`src/rtl/dmi_pkg.sv`:
```
// Shared types for the DTM DMI controller:
// op codes, sticky status codes and FSM states.
package dmi_pkg;

   typedef enum logic [1:0] {
      OP_NOP   = 2'd0,
      OP_READ  = 2'd1,
      OP_WRITE = 2'd2,
      OP_RSVD  = 2'd3
   } dmi_op_t;

   typedef enum logic [1:0] {
      STAT_SUCCESS = 2'd0,
      STAT_RSVD    = 2'd1,
      STAT_FAILED  = 2'd2,
      STAT_BUSY    = 2'd3
   } dmi_stat_t;

   typedef enum logic [1:0] {
      ST_IDLE = 2'd0,
      ST_REQ  = 2'd1,
      ST_RESP = 2'd2
   } dmi_state_t;

endpackage

```
`src/rtl/dtm_dmi_ctrl_if.sv`:
```
// DMI request/response bus between the DTM
// (master) and the Debug Module (slave).
interface dmi_if #(
   parameter int ABITS = 7,
   parameter int DBITS = 32
) ();

   logic             req_valid;
   logic             req_ready;
   logic [1:0]       req_op;
   logic [ABITS-1:0] req_addr;
   logic [DBITS-1:0] req_data;
   logic             resp_valid;
   logic             resp_ready;
   logic [1:0]       resp_op;
   logic [DBITS-1:0] resp_data;

   modport master (
      output req_valid, req_op, req_addr, req_data,
      output resp_ready,
      input  req_ready, resp_valid, resp_op, resp_data
   );

   modport slave (
      input  req_valid, req_op, req_addr, req_data,
      input  resp_ready,
      output req_ready, resp_valid, resp_op, resp_data
   );

endinterface

```
`src/rtl/dtm_dmi_ctrl_timeout_ctr.sv`:
```
// Saturating response-wait counter; expired is
// high on the TIMEOUT-th enabled cycle.
module dmi_timeout_ctr #(
   parameter int TIMEOUT = 0
) (
   input  logic clk,
   input  logic reset,
   input  logic en,
   input  logic clr,
   output logic expired
);

   generate
      if (TIMEOUT > 0) begin : g_ctr
         localparam int CW = $clog2(TIMEOUT + 1);
         localparam logic [CW-1:0] LAST = CW'(TIMEOUT - 1);
         localparam logic [CW-1:0] MAX  = CW'(TIMEOUT);

         logic [CW-1:0] cnt_q;
         logic [CW-1:0] cnt_d;

         // count enabled cycles, hold at MAX, clear wins
         always_comb begin
            cnt_d = cnt_q;
            if (clr) begin
               cnt_d = '0;
            end else if (en && cnt_q != MAX) begin
               cnt_d = cnt_q + 1'b1;
            end
         end

         // counter register
         always_ff @(posedge clk) begin
            if (!reset) begin
               cnt_q <= '0;
            end else begin
               cnt_q <= cnt_d;
            end
         end

         assign expired = en & (cnt_q >= LAST);
      end else begin : g_off
         logic unused_tie;
         assign unused_tie = ^{clk, reset, en, clr};
         assign expired    = 1'b0;
      end
   endgenerate

endmodule

```
`src/rtl/dtm_dmi_ctrl.sv`:
```
// DTM controller: turns DMI Update-DR scans into
// DMI bus transactions and tracks sticky status.
module dtm_dmi_ctrl
   import dmi_pkg::*;
#(
   parameter int ABITS   = 7,
   parameter int DBITS   = 32,
   parameter int TIMEOUT = 0
) (
   input  logic             clk,
   input  logic             reset,
   input  logic             dmi_select,
   input  logic             update,
   input  logic             capture,
   input  logic [1:0]       dtm_op,
   input  logic [ABITS-1:0] dtm_addr,
   input  logic [DBITS-1:0] dtm_data,
   input  logic             dmireset,
   input  logic             dmihardreset,
   dmi_if.master            dmi,
   output logic [1:0]       cap_op,
   output logic [ABITS-1:0] cap_addr,
   output logic [DBITS-1:0] cap_data,
   output logic [1:0]       dmistat,
   output logic             busy
);

   dmi_state_t       state_q, state_d;
   dmi_stat_t        stat_q, stat_d;
   logic [1:0]       op_q, op_d;
   logic [ABITS-1:0] addr_q, addr_d;
   logic [DBITS-1:0] data_q, data_d;
   logic [DBITS-1:0] cdat_q, cdat_d;

   logic idle;
   logic in_resp;
   logic start;
   logic viol;
   logic expired;

   assign idle    = (state_q == ST_IDLE);
   assign in_resp = (state_q == ST_RESP);

   assign start = update & dmi_select & idle
                & (stat_q == STAT_SUCCESS)
                & ~dmireset & ~dmihardreset
                & (dtm_op == OP_READ | dtm_op == OP_WRITE);

   assign viol = dmi_select & (update | capture) & ~idle;

   dmi_timeout_ctr #(
      .TIMEOUT (TIMEOUT)
   ) u_tmo (
      .clk     (clk),
      .reset   (reset),
      .en      (in_resp),
      .clr     (~in_resp),
      .expired (expired)
   );

   // next state, latched request and sticky status
   always_comb begin
      state_d = state_q;
      stat_d  = stat_q;
      op_d    = op_q;
      addr_d  = addr_q;
      data_d  = data_q;
      cdat_d  = cdat_q;

      if (dmireset) begin
         stat_d = STAT_SUCCESS;
      end
      if (viol && stat_d == STAT_SUCCESS) begin
         stat_d = STAT_BUSY;
      end

      unique case (state_q)
         ST_IDLE: begin
            if (start) begin
               state_d = ST_REQ;
               op_d    = dtm_op;
               addr_d  = dtm_addr;
               data_d  = dtm_data;
            end
         end
         ST_REQ: begin
            if (dmi.req_ready) begin
               state_d = ST_RESP;
            end
         end
         ST_RESP: begin
            if (dmi.resp_valid) begin
               state_d = ST_IDLE;
               if (op_q == OP_READ) begin
                  cdat_d = dmi.resp_data;
               end
               if (dmi.resp_op == STAT_FAILED) begin
                  stat_d = STAT_FAILED;
               end else if (dmi.resp_op == STAT_BUSY) begin
                  stat_d = STAT_BUSY;
               end
            end else if (expired) begin
               state_d = ST_IDLE;
               stat_d  = STAT_FAILED;
            end
         end
         default: begin
            state_d = ST_IDLE;
         end
      endcase

      if (dmihardreset) begin
         state_d = ST_IDLE;
         stat_d  = STAT_SUCCESS;
      end
   end

   // state and datapath registers
   always_ff @(posedge clk) begin
      if (!reset) begin
         state_q <= ST_IDLE;
         stat_q  <= STAT_SUCCESS;
         op_q    <= '0;
         addr_q  <= '0;
         data_q  <= '0;
         cdat_q  <= '0;
      end else begin
         state_q <= state_d;
         stat_q  <= stat_d;
         op_q    <= op_d;
         addr_q  <= addr_d;
         data_q  <= data_d;
         cdat_q  <= cdat_d;
      end
   end

   assign dmi.req_valid  = (state_q == ST_REQ);
   assign dmi.req_op     = op_q;
   assign dmi.req_addr   = addr_q;
   assign dmi.req_data   = data_q;
   assign dmi.resp_ready = in_resp;

   assign busy     = ~idle;
   assign dmistat  = stat_q;
   assign cap_op   = idle ? stat_q : STAT_BUSY;
   assign cap_addr = addr_q;
   assign cap_data = cdat_q;

endmodule

```
`src/flat_wrapper.sv`:
```
// flat-port wrapper written by rule: the top's interface ports become plain ports
module dtm_dmi_ctrl_flat import dmi_pkg::*;
#(
   parameter int ABITS   = 7,
   parameter int DBITS   = 32,
   parameter int TIMEOUT = 0
)
  (clk, reset, dmi_select, update, capture, dtm_op, dtm_addr, dtm_data, dmireset, dmihardreset, cap_op, cap_addr, cap_data, dmistat, busy, dmi_req_valid, dmi_req_op, dmi_req_addr, dmi_req_data, dmi_resp_ready, dmi_req_ready, dmi_resp_valid, dmi_resp_op, dmi_resp_data);
  dmi_if #(.ABITS(ABITS), .DBITS(DBITS)) dmi_i ();
  input  logic clk;
  input  logic reset;
  input  logic dmi_select;
  input  logic update;
  input  logic capture;
  input  logic [1:0] dtm_op;
  input  logic [ABITS-1:0] dtm_addr;
  input  logic [DBITS-1:0] dtm_data;
  input  logic dmireset;
  input  logic dmihardreset;
  output logic [1:0] cap_op;
  output logic [ABITS-1:0] cap_addr;
  output logic [DBITS-1:0] cap_data;
  output logic [1:0] dmistat;
  output logic busy;
  output wire logic [$bits(dmi_i.req_valid)-1:0] dmi_req_valid;
  output wire logic [$bits(dmi_i.req_op)-1:0] dmi_req_op;
  output wire logic [$bits(dmi_i.req_addr)-1:0] dmi_req_addr;
  output wire logic [$bits(dmi_i.req_data)-1:0] dmi_req_data;
  output wire logic [$bits(dmi_i.resp_ready)-1:0] dmi_resp_ready;
  input wire logic [$bits(dmi_i.req_ready)-1:0] dmi_req_ready;
  input wire logic [$bits(dmi_i.resp_valid)-1:0] dmi_resp_valid;
  input wire logic [$bits(dmi_i.resp_op)-1:0] dmi_resp_op;
  input wire logic [$bits(dmi_i.resp_data)-1:0] dmi_resp_data;
  assign dmi_req_valid = dmi_i.req_valid;
  assign dmi_req_op = dmi_i.req_op;
  assign dmi_req_addr = dmi_i.req_addr;
  assign dmi_req_data = dmi_i.req_data;
  assign dmi_resp_ready = dmi_i.resp_ready;
  assign dmi_i.req_ready = dmi_req_ready;
  assign dmi_i.resp_valid = dmi_resp_valid;
  assign dmi_i.resp_op = dmi_resp_op;
  assign dmi_i.resp_data = dmi_resp_data;
  dtm_dmi_ctrl #(.ABITS(ABITS), .DBITS(DBITS), .TIMEOUT(TIMEOUT)) u_core (.clk(clk), .reset(reset), .dmi_select(dmi_select), .update(update), .capture(capture), .dtm_op(dtm_op), .dtm_addr(dtm_addr), .dtm_data(dtm_data), .dmireset(dmireset), .dmihardreset(dmihardreset), .dmi(dmi_i), .cap_op(cap_op), .cap_addr(cap_addr), .cap_data(cap_data), .dmistat(dmistat), .busy(busy));
endmodule
```
`config.mk`:
```
export PLATFORM = sky130hd
export DESIGN_NAME = dtm_dmi_ctrl_flat
export DESIGN_NICKNAME = d
export VERILOG_FILES = /design/src/rtl/dmi_pkg.sv /design/src/rtl/dtm_dmi_ctrl_if.sv /design/src/rtl/dtm_dmi_ctrl_timeout_ctr.sv /design/src/rtl/dtm_dmi_ctrl.sv /design/src/flat_wrapper.sv
export SDC_FILE = /design/constraint.sdc
export NUM_CORES = 1
export LEC_CHECK = 0
export BUFFER_PORTS_ARGS = -buffer_cell sky130_fd_sc_hd__buf_2
export CAP_MARGIN = 40
export CORE_ASPECT_RATIO = 0.9
export CORE_UTILIZATION = 51
export CTS_BUF_LIST = sky130_fd_sc_hd__clkbuf_8
export CTS_CLUSTER_SIZE = 28
export DETAILED_ROUTE_END_ITERATION = 8
export MAX_ROUTING_LAYER = met4
export PLACE_DENSITY_LB_ADDON = 0.15
export SLEW_MARGIN = 10
export SYNTH_ARGS = -nofsm -noshare
export SYNTH_HDL_FRONTEND = slang
export SYNTH_HIERARCHICAL = 1
export SYNTH_SLANG_ARGS = --single-unit
```
`constraint.sdc`:
```
create_clock -name clk -period 5.2 [get_ports clk]
set_input_delay 0.78 -clock clk [delete_from_list [all_inputs] [get_ports clk]]
set_output_delay 0.78 -clock clk [all_outputs]
set_load 0.02 [all_outputs]
```
# ---- After elaboration in Yosys (flattened, before gate mapping)
# Index checks and enable logic that the tools add are counted.
dict set report word_totals {
  register_bits 77
}
dict set report op_classes {
  eq_ne 10
  reduce_logical 8
  muxes 11
  bitwise_logic 14
}
# op n
set ops {}
lappend ops {{2-bit 2-to-1 mux} 10}
lappend ops {{1-bit bitwise AND} 8}
lappend ops {{2-bit == test (second input constant)} 4}
lappend ops {{2-bit by 1-bit == test with 1-bit output (second input constant)} 3}
lappend ops {{2-bit zero test} 3}
lappend ops {{2-bit one-hot mux with 3 select lines} 1}
lappend ops {{3-bit AND reduction} 2}
lappend ops {{2-bit by 1-bit != test with 1-bit output (second input constant)} 2}
lappend ops {{1-bit NOT} 4}
lappend ops {{2-bit != test (second input constant)} 1}
lappend ops {{1-bit bitwise OR} 2}
lappend ops {{2-bit AND reduction} 1}
lappend ops {{2-bit OR reduction} 1}
lappend ops {{1-bit logical AND} 1}

# ---- Longest topological paths before layout
# Gate-level depths: netlist of run 1.
dict set report depth {
  ltp_word 9
  ltp_mapped 5
  ltp_nobuf 4
}

# ---- Cells and area by module
# Netlist of run 1, hierarchy kept.
# mod n_inst area_per_inst_um2 cells_per_inst
set by_module_without_submodules {}
lappend by_module_without_submodules {dtm_dmi_ctrl 1 3345.7 361}
lappend by_module_without_submodules {dmi_timeout_ctr 1 11.3 2}

# ---- Least setup slack after synthesis of run 1
# OpenSTA, ideal clock, no wires.
dict set report synth_path {
  path_kind {in2reg}
  from {input port dmireset}
  to {register u_core.addr_q[6] (netlist: u_core/cap_addr[6])}
  stages 4
  setup_ps 72
  n_path_buf 1
  arrival_ps 1821
  path_slack_ps 3307
  cell_sequence {nand4bb_1 nor4_4 buf_6 mux2i_1}
}
dict set report synth_between {
  elab_chain_cells 5
}
# item line_no
set synth_rtl {}
lappend synth_rtl {{start, declared} flat_wrapper.sv:18} ;# input logic dmireset;
lappend synth_rtl {{1-bit NOT} dtm_dmi_ctrl.sv:46} ;# & ~dmireset & ~dmihardreset
lappend synth_rtl {{1-bit bitwise AND (2 in a row)} dtm_dmi_ctrl.sv:46}
lappend synth_rtl {{1-bit bitwise AND} dtm_dmi_ctrl.sv:47} ;# & (dtm_op == OP_READ | dtm_op == OP_WRITE);
lappend synth_rtl {{2-bit AND reduction (no source line)} --}
lappend synth_rtl {{end signal, assigned} dtm_dmi_ctrl.sv:131} ;# addr_q <= addr_d;
lappend synth_rtl {{end, declared} dtm_dmi_ctrl.sv:31} ;# logic [ABITS-1:0] addr_q, addr_d;
# No other way between the ends.
# A chain may end at the register's enable or synchronous reset.

# ---- Worst setup path in the final report of run 1
dict set report layout_path {
  from {register u_core.state_q[0]}
  to {output port cap_op[1]}
}
dict set report layout_between {
  elab_chain_cells 2
}
# item line_no
set layout_rtl {}
lappend layout_rtl {{start, declared} dtm_dmi_ctrl.sv:28} ;# dmi_state_t state_q, state_d;
lappend layout_rtl {{start signal, assigned} dtm_dmi_ctrl.sv:128} ;# state_q <= state_d;
lappend layout_rtl {{2-bit zero test} dtm_dmi_ctrl.sv:41} ;# assign idle = (state_q == ST_IDLE);
lappend layout_rtl {{2-bit 2-to-1 mux} dtm_dmi_ctrl.sv:145} ;# assign cap_op = idle ? stat_q : STAT_BUSY;
lappend layout_rtl {{end, declared} flat_wrapper.sv:20} ;# output logic [1:0] cap_op;
# No other way between the ends.

==> summary.txt, run 1 <==
Outcome
  • Status: finished clean

Die
  • Core box area: 6250 sq um
  • Die Outline Area: 6910 sq um
  • Die width: 87.5 microns
  • Die Height: 79.0 microns
  • Initial core utilization: 53.7%
  • # rows: 27
  • I/O pin cnt: 171

Setup path
  • Crit-path max FO: 6
  • CP Class: flop to output port
  • Worst setup EP type: output port
  • Startpoint types: flop
  • WP data arrival: 1.34 ns
  • WP data required: 4.42 ns

Clocking
  • Hold Buf Count CTS: 0
  • TritonCTS clock tree: yes
  • Post-CTS Setup Inserts: 0
  • Clock Tree Buf Depth: 2
  • CTS Buf Count: 9
  • Skew-Pair Late Insertion Delay: 0.34 ns
  • CTS root buffer: clkbuf_8
  • Reg clk slew, reported paths: 0.08 ns
  • Clk sinks: 77
  • Post-CTS Resized: 0
  • H-tree levels: 3

Synthesis
  • Compound-gate portion of the synthesized area: 16.3%
  • Ys Warns: 6
  • Area fraction of the dominant cell type after synthesis: 45.9%
  • Synth Register Bits: 77
  • Cell variety after synth: 30
  • Synth Area in Simple Gates: 18.5%
  • Syn avg cell area: 9.25 sq um
  • Mux contribution to synthesized area: 12.5%
  • Top-count cell post-synth: nand2_1
  • Post-synth ARST share: 0%
  • Post-synth EDFFs: 0
  • Area leader, netlist: dfxtp_1
  • Most frequent cells after synthesis: nand2_1, dfxtp_1, mux2i_1
  • Main area contributors after synthesis: dfxtp_1, mux2i_1, nand2_1
  • Synth Net Count: 447
  • Register area share after synthesis: 45.9%
  • Mapped Area: 3360 sq um
  • Ys flop type: dfxtp_1
  • Main combinational cell family by area after synthesis: simple AND/OR/NAND/NOR gates
  • Synth Area in XOR/XNOR: 0.261%
  • Synth Instances: 363
  • Adder-Cell Fraction of Synth Area: 0%

Job
  • Max cap viols: 0

Finish
  • Layout cells sized above 1: 37.9%
  • Fin nets: 592
  • FILL cells: 521
  • Final Util: 70.0%
  • Ant diodes: 0
  • Area grow syn2layout: 30.3%
  • Final Non-Filler Cells: 599

Timing
  • Period utilisation layout: 40.8%
  • Worst Tran Pin Value: 0.914 ns
  • Final setup viols: 0
  • Final Slew Violations: 0
  • Fin crit period: 2.12 ns
  • Clk_skew: 0.00727 ns
  • Final Hold Vio Count: 0
  • Slew headroom: 39.1%
  • Max Clock Freq: 472 MHz
  • Unrepaired setup endpoints after global routing: no
  • Setup_tns: 0 ns

Global routing
  • Initial antenna violation count: 0
  • Vias in the first global route: 2,550
  • Largest net degree at the start of global routing: 69
  • Global-route wire length before repair: 11,500 microns
  • GRT overflow: 0
  • Tot GR Track Use: 21.9%

Detailed routing
  • Final ANT Viol Nets: 0
  • TritonRoute pass-1 iters: 4
  • DR vias: 2,922
  • DR WL/cell: 12.4 microns
  • DRC viols: 0
  • Vias/cell: 4.88
  • Iter 0 DRT Violations: 106
  • WL final: 7450 microns

Place
  • PortBufs: 170
  • DP Cell Count: 584
  • DP Wirelength: 5100 microns
  • Placer Congestion: 0.778

Power and ir drop
  • VDD IR max: 183 uV
  • Pwr Density: 267 nW/um^2
  • Leak: 2.18 nW

Min path
  • Hold Path Class: flop to flop
==> final cells by class <==
class	instances	area, sq um	share of cell area [%]
Multi-Input combinational cell	245	1620	36.9
Timing Repair Buffer	173	888	20.3
Clock buffer	10	138	3.15
Sequential cell	77	1540	35.2
Tap cell	87	109	2.49
Clock inverter	5	75.1	1.72
Inverter	2	7.51	0.172
==> state kept, by name, summed over array words and instances, names as in the netlist <==
name / count
u_core/cap_addr: 7
u_core/state_q: 2
u_core/cap_data: 32
u_core/dmi.req_op: 2
u_core/dmi.req_data: 32
u_core/dmistat: 2
==> power by group <==
group	total [mW]	switching, mW	internal (mW)
Sequential	0.597	0.00269	0.594
Clock	0.483	0.205	0.278
Combinational	0.0869	0.0481	0.0388
Total	1.17	0.256	0.911
==> worst paths after layout <==
check	from	end	slack, ns	cells past startpoint
max reg2reg	u_core/state_q[0]	u_core/dmi.req_data[10]	3.20	4
min reg2reg	u_core/dmi.req_data[21]	u_core/dmi.req_data[21]	0.45	2
max	u_core/state_q[0]	cap_op[1]	3.08	2
min	u_core/dmi.req_data[21]	u_core/dmi.req_data[21]	0.45	2
==> worst max-delay path: stages (launching register included) <==
cell and delay [ns]:
dfxtp_1 0.38, or3_2 0.45, buf_2 0.17
==> placed cells by master (no fill, tap or decap), drive strengths merged <==
cell / n
inv: 2
buf: 173
nor4bb: 1
o2111ai: 1
xnor2: 1
nor2b: 2
nor2: 2
o21a: 33
or3: 2
mux2i: 42
dfxtp: 77
a21oi: 2
o21bai: 1
nand2b: 1
nand4: 1
clkinv: 3
clkbuf: 10
nor4: 1
nand4bb: 1
and3: 32
nand2: 83
a311oi: 2
a22oi: 1
or2: 1
conb: 1
a21boi: 32
a2bb2oi: 1
and2b: 1
bufinv: 2
==> metal layers <==
layer	vias up	part of all wire, %	track usage (%)
li1	1516	-	-
met1	1295	44	25.5
met2	106	48	35.9
met3	5	7.7	7.90
met4	0	0.70	5.90
met5	-	0	-
==> kinds of logic (layout without fill, tap and decap cells) <==
group | count (synthesis) | count (layout)
AND/OR/NAND/NOR | 128 | 128
other | 1 | 1
multiplexers | 42 | 42
AO/OA/AOI/OAI | 73 | 73
XOR/XNOR | 1 | 1
buffers and inverters | 41 | 190
flip-flops | 77 | 77
==> per-stage QoR <==
| step | setup WS (ns) | cell area (sq um) | power [mW] | hold WS (ns) |
|---|---|---|---|---|
| finish | 3.08 | 4380 | 1.17 | 0.454 |
| global route | 2.97 | 4380 | 1.22 | 0.482 |
| CTS | 3.06 | 4380 | 1.18 | 0.459 |
| detailed placement | 2.88 | 4160 | 0.697 | 0.445 |
| global placement | 2.95 | 4140 | 0.694 | 0.438 |
| floorplan | 3.31 | 3360 | 0.657 | 0.533 |
Note: power is estimated with default switching activity, not from simulation.
==> run 2, diff against run 1 <==
CORE_UTILIZATION = 47   (was 51)
clock period = 2.1 ns   (was 5.2 ns; I/O delays follow)
==> run 2 against run 1 <==
Against the previous run:
- clock skew is essentially flat
- global-route usage shrank 0.73 points
- wire length increased by 5.7%
- register-to-register slack lost 2.9 ns
- clock power increased by 120%
- sequential cell count stayed put
- largest power group unchanged
==> summary.txt, run 2 (synthesis gave the netlist of run 1 again) <==
Clocking
  • Hold Buf Count CTS: 0
  • Skew-Pair Late Insertion Delay: 0.33 ns
  • Reg clk slew, reported paths: 0.08 ns
  • Post-CTS Resized: 0
  • Clock Tree Buf Depth: 2
  • Clk sinks: 77
  • TritonCTS clock tree: yes
  • H-tree levels: 3
  • CTS root buffer: clkbuf_8
  • CTS Buf Count: 9
  • Post-CTS Setup Inserts: 0

Timing
  • Max Clock Freq: 559 MHz
  • Unrepaired setup endpoints after global routing: no
  • Final Hold Vio Count: 0
  • Setup_tns: 0 ns
  • Clk_skew: 0.00684 ns
  • Final setup viols: 0
  • Period utilisation layout: 85.2%
  • Fin crit period: 1.79 ns
  • Worst setup margin: 0.310 ns
  • Final Slew Violations: 0

Job
  • Max cap viols: 0

Power and ir drop
  • Pwr Density: 628 nW/um^2
  • Flop pwr share: 53.1%
  • Leak: 2.20 nW
  • Clk pwr share: 38.7%
  • Net Sw Frac: 23.0%
  • VDD IR max: 529 uV
  • Comb pwr share: 8.2%
  • P_int: 2.14 mW
  • Sw Pwr: 0.639 mW

Setup path
  • Startpoint types: flop
  • Crit-path leading delay family: simple AND/OR/NAND/NOR gates
  • Crit-path max FO: 39
  • WP data arrival: 2.04 ns
  • Slowest cell delay on critical path: 0.41 ns
  • WP buf/inv: 1
  • CP Class: flop to flop
  • WP data required: 2.35 ns
  • Worst setup EP type: flop
  • Critical Path, Cell by Cell: or3_4, nor4_4, buf_12, mux2i_1
  • Crit path max-delay cell type: or3_4

Die
  • Core box area: 6730 sq um
  • Die Outline Area: 7480 sq um
  • Die Height: 82.2 microns
  • I/O pin cnt: 171
  • Die width: 91.1 microns
  • # rows: 28
  • Initial core utilization: 49.9%

Global routing
  • Global-route wire length before repair: 12,300 microns
  • Initial antenna violation count: 0
  • GRT overflow: 0
  • Vias in the first global route: 2,806
  • Tot GR Track Use: 21.2%
  • Largest net degree at the start of global routing: 65

Finish
  • FILL cells: 621
  • Most frequent cells in the layout: buf_2, nand2_1, dfxtp_1
  • Fin nets: 595
  • Commonest non-fill, non-tap cell in the layout: buf_2
  • Area grow syn2layout: 32.0%
  • Ant diodes: 0
  • Layout cells sized above 1: 38.0%

Detailed routing
  • TritonRoute pass-1 iters: 4
  • DR WL/cell: 13.0 microns
  • DRC viols: 0
  • DR vias: 2,969
  • Iter 0 DRT Violations: 99
  • WL final: 7870 microns
  • Final ANT Viol Nets: 0
  • Vias/cell: 4.90

Outcome
  • Status: finished clean

Place
  • Placer Congestion: 0.774
  • PortBufs: 170
  • Setup Slack @ Placement: 0.329 ns
  • DP Wirelength: 5570 microns

Min path
  • Hold Path Class: input pin to flop
[run 2: area by class of cell]
type	count	area [sq um]	area share, %
clock buffer	10	138	3.11
clock inverter	6	55.1	1.24
inverter	2	7.51	0.169
multi-input combinational	245	1620	36.5
sequential	77	1540	34.8
tap	90	113	2.54
timing repair buffer	176	961	21.7
[run 2: per-layer routing]
| layer | vias to the layer above | track usage, % | part of all wire, % |
|---|---|---|---|
| met4 | 0 | 7.94 | 0.86 |
| met5 | - | - | 0 |
| met1 | 1338 | 23.3 | 44 |
| met2 | 103 | 37.7 | 48 |
| li1 | 1522 | - | - |
| met3 | 6 | 5.59 | 6.6 |
[run 2: metrics by stage]
| stage | cells | utilization (%) | hold WS [ns] | instance area [sq um] | total power [mW] |
|---|---|---|---|---|---|
| after floorplan | 363 | - | 0.457 | 3360 | 1.63 |
| after global placement | 590 | 63.0 | 0.439 | 4240 | 1.73 |
| after detailed placement | 590 | 63.0 | 0.443 | 4240 | 1.74 |
| after CTS | 606 | 65.9 | 0.194 | 4430 | 2.82 |
| after global routing | 606 | 65.9 | 0.203 | 4430 | 2.89 |
| final | 606 | 65.9 | 0.219 | 4430 | 2.78 |
[run 2: worst register-to-register path, cell delays in order (launching register included)]
cell and delay (ns):
dfxtp_1 0.37, or3_4 0.41, nor4_4 0.34, buf_12 0.31
mux2i_1 0.28
[run 2: power groups by stage]
stage	sequential, mW	clock, mW	combinational, mW
after floorplan	1.52	0	0.102
after global placement	1.51	0	0.222
after detailed placement	1.51	0	0.229
after CTS	1.48	1.12	0.229
after global routing	1.48	1.17	0.251
final	1.48	1.08	0.228
[run 2: path summary, 6_finish.rpt]
| path | start | endpoint | slack (ns) | cells past startpoint |
|---|---|---|---|---|
| max | u_core/state_q[0] | u_core/cap_addr[0] | 0.31 | 4 |
| min | dtm_data[15] | u_core/dmi.req_data[15] | 0.22 | 3 |
| max reg2reg | u_core/state_q[0] | u_core/cap_addr[0] | 0.31 | 4 |
| min reg2reg | u_core/dmi.req_data[4] | u_core/dmi.req_data[4] | 0.46 | 2 |
==> run 3, diff against run 2 <==
==> constraint.sdc (replaced) <==
create_clock -name clk -period 2.1 [get_ports clk]
set_input_delay 0.63 -clock clk [delete_from_list [all_inputs] [get_ports clk]]
set_output_delay 0.63 -clock clk [all_outputs]
set_load 0.02 [all_outputs]
==> run 3 against run 2 <==
Against the previous run:
- cell area rose by 0.59%
- worst setup slack got worse by 0.19 ns
- via count rose by 0.20%
- critical endpoint is now cap_op[1]
==> summary.txt, run 3 (synthesis gave the netlist of run 1 again) <==
Finish
  • Ant diodes: 0
  • Fin nets: 596
  • FILL cells: 591
  • Layout cells sized above 1: 38.3%
  • Most frequent cells in the layout: buf_2, nand2_1, dfxtp_1
  • Finished Cell Area: 4460 sq um
  • Area grow syn2layout: 32.8%
  • Commonest non-fill, non-tap cell in the layout: buf_2

Clocking
  • Post-CTS Resized: 0
  • Post-CTS Setup Inserts: 0
  • Reg clk slew, reported paths: 0.08 ns
  • Clock Tree Buf Depth: 2
  • Hold Buf Count CTS: 0
  • Skew-Pair Late Insertion Delay: 0.34 ns
  • TritonCTS clock tree: yes
  • CTS Buf Count: 9
  • CTS root buffer: clkbuf_8
  • H-tree levels: 3
  • Clk sinks: 77

Die
  • Die width: 91.1 microns
  • Initial core utilization: 49.9%
  • Core box area: 6730 sq um
  • Die Height: 82.2 microns
  • # rows: 28
  • Die Outline Area: 7480 sq um
  • I/O pin cnt: 171

Place
  • Placer Congestion: 0.780
  • Post-DP Area: 4230 sq um
  • PortBufs: 170
  • DP Wirelength: 5710 microns

Detailed routing
  • Vias/cell: 4.90
  • TritonRoute pass-1 iters: 4
  • DR vias: 2,975
  • DR WL/cell: 13.2 microns
  • WL final: 8030 microns
  • DRC viols: 0
  • Iter 0 DRT Violations: 100
  • Final ANT Viol Nets: 0

Setup path
  • Worst setup EP type: output port
  • End of the critical path: cap_op[1]
  • Reg-to-reg startpoint: u_core/state_q[0]
  • CP Class: flop to output port
  • Reg2Reg Setup Slack: 0.33 ns
  • R2r endpoint: u_core/cap_addr[6]
  • R2R depth: 4
  • Crit-path max FO: 6
  • WP data required: 1.47 ns
  • Startpoint types: flop
  • Worst setup path start: u_core/state_q[0]
  • WP data arrival: 1.35 ns

Global routing
  • Tot GR Track Use: 21.3%
  • Initial antenna violation count: 0
  • Met1 Track Usage GR: 24.4%
  • Vias in the first global route: 2,655
  • Most used routing layer: met2
  • GRT overflow: 0
  • Global routing usage on met3: 7.33%
  • Largest net degree at the start of global routing: 65
  • Met2 usage: 36.4%
  • Global-route wire length before repair: 12,300 microns

Power and ir drop
  • Pwr Total: 2.94 mW
  • Pwr Density: 659 nW/um^2
  • Leak: 2.22 nW
  • VDD IR max: 485 uV

Timing
  • Setup_tns: 0 ns
  • Worst hold slack: 0.459 ns
  • Final Hold Vio Count: 0
  • Final Slew Violations: 0
  • Clk_skew: 0.00976 ns
  • Final setup viols: 0
  • Max Clock Freq: 504 MHz
  • Period utilisation layout: 94.4%
  • Fin crit period: 1.98 ns
  • Unrepaired setup endpoints after global routing: no

Outcome
  • Status: finished clean

Job
  • Max cap viols: 0

Min path
  • Hold Path Class: flop to flop
==> run 3: cell types whose count changed in the layout (fill, tap and decap cells not counted), sizes merged <==
cell	previous run	this run
buf	176	177
bufinv	1	2
clkinvlp	1	0
==> run 3: through the flow <==
stage          cells  setup WS, ns  util [%]
2_1_floorplan    363         0.358         -
3_3_place_gp     591         0.252      62.9
3_5_place_dp     591         0.159      62.9
4_1_cts          607         0.102      66.3
5_1_grt          607        0.0521      66.3
6_report         607         0.117      66.3
==> run 3: report_power, final <==
part           internal, mW  switching (mW)
clock network         0.702           0.531
logic                 0.104           0.122
registers              1.47         0.00676
total                  2.28           0.660
==> run 3: critical path, stage by stage (launching register included) <==
cell	delay, ns
dfxtp_1	0.38
or3_2	0.47
buf_2	0.17
==> run 3: routing by layer <==
| layer | routed length [microns] | vias up | share of wire, % |
|---|---|---|---|
| met4 | 44 | 0 | 0.55 |
| met1 | 3520 | 1345 | 44 |
| li1 | - | 1527 | - |
| met2 | 3900 | 99 | 49 |
| met5 | 0 | - | 0 |
| met3 | 565 | 4 | 7.0 |
==> run 3: worst min path at each step <==
stage / start / endpoint / slack, ns / depth (start not counted)
finish: u_core/dmi.req_data[2] / u_core/dmi.req_data[2] / 0.46 / 2
global route: u_core/dmi.req_data[15] / u_core/dmi.req_data[15] / 0.48 / 2
CTS: u_core/dmi.req_data[31] / u_core/dmi.req_data[31] / 0.46 / 2
detailed placement: u_core/dmi.req_data[8] / u_core/dmi.req_data[8] / 0.44 / 2
global placement: u_core/dmi.req_data[1] / u_core/dmi.req_data[1] / 0.44 / 2
floorplan: u_core/dmi.req_data[0] / u_core/dmi.req_data[0] / 0.53 / 2
==> run 3: layout make-up <==
class | instances | area (sq um) | share of cell area [%]
clock inverters | 6 | 86.3 | 1.94
well taps | 90 | 113 | 2.53
multi-input cells | 245 | 1620 | 36.3
clock buffers | 10 | 138 | 3.09
repair buffers | 177 | 956 | 21.4
flip-flops and latches | 77 | 1540 | 34.6
inverters | 2 | 7.51 | 0.168
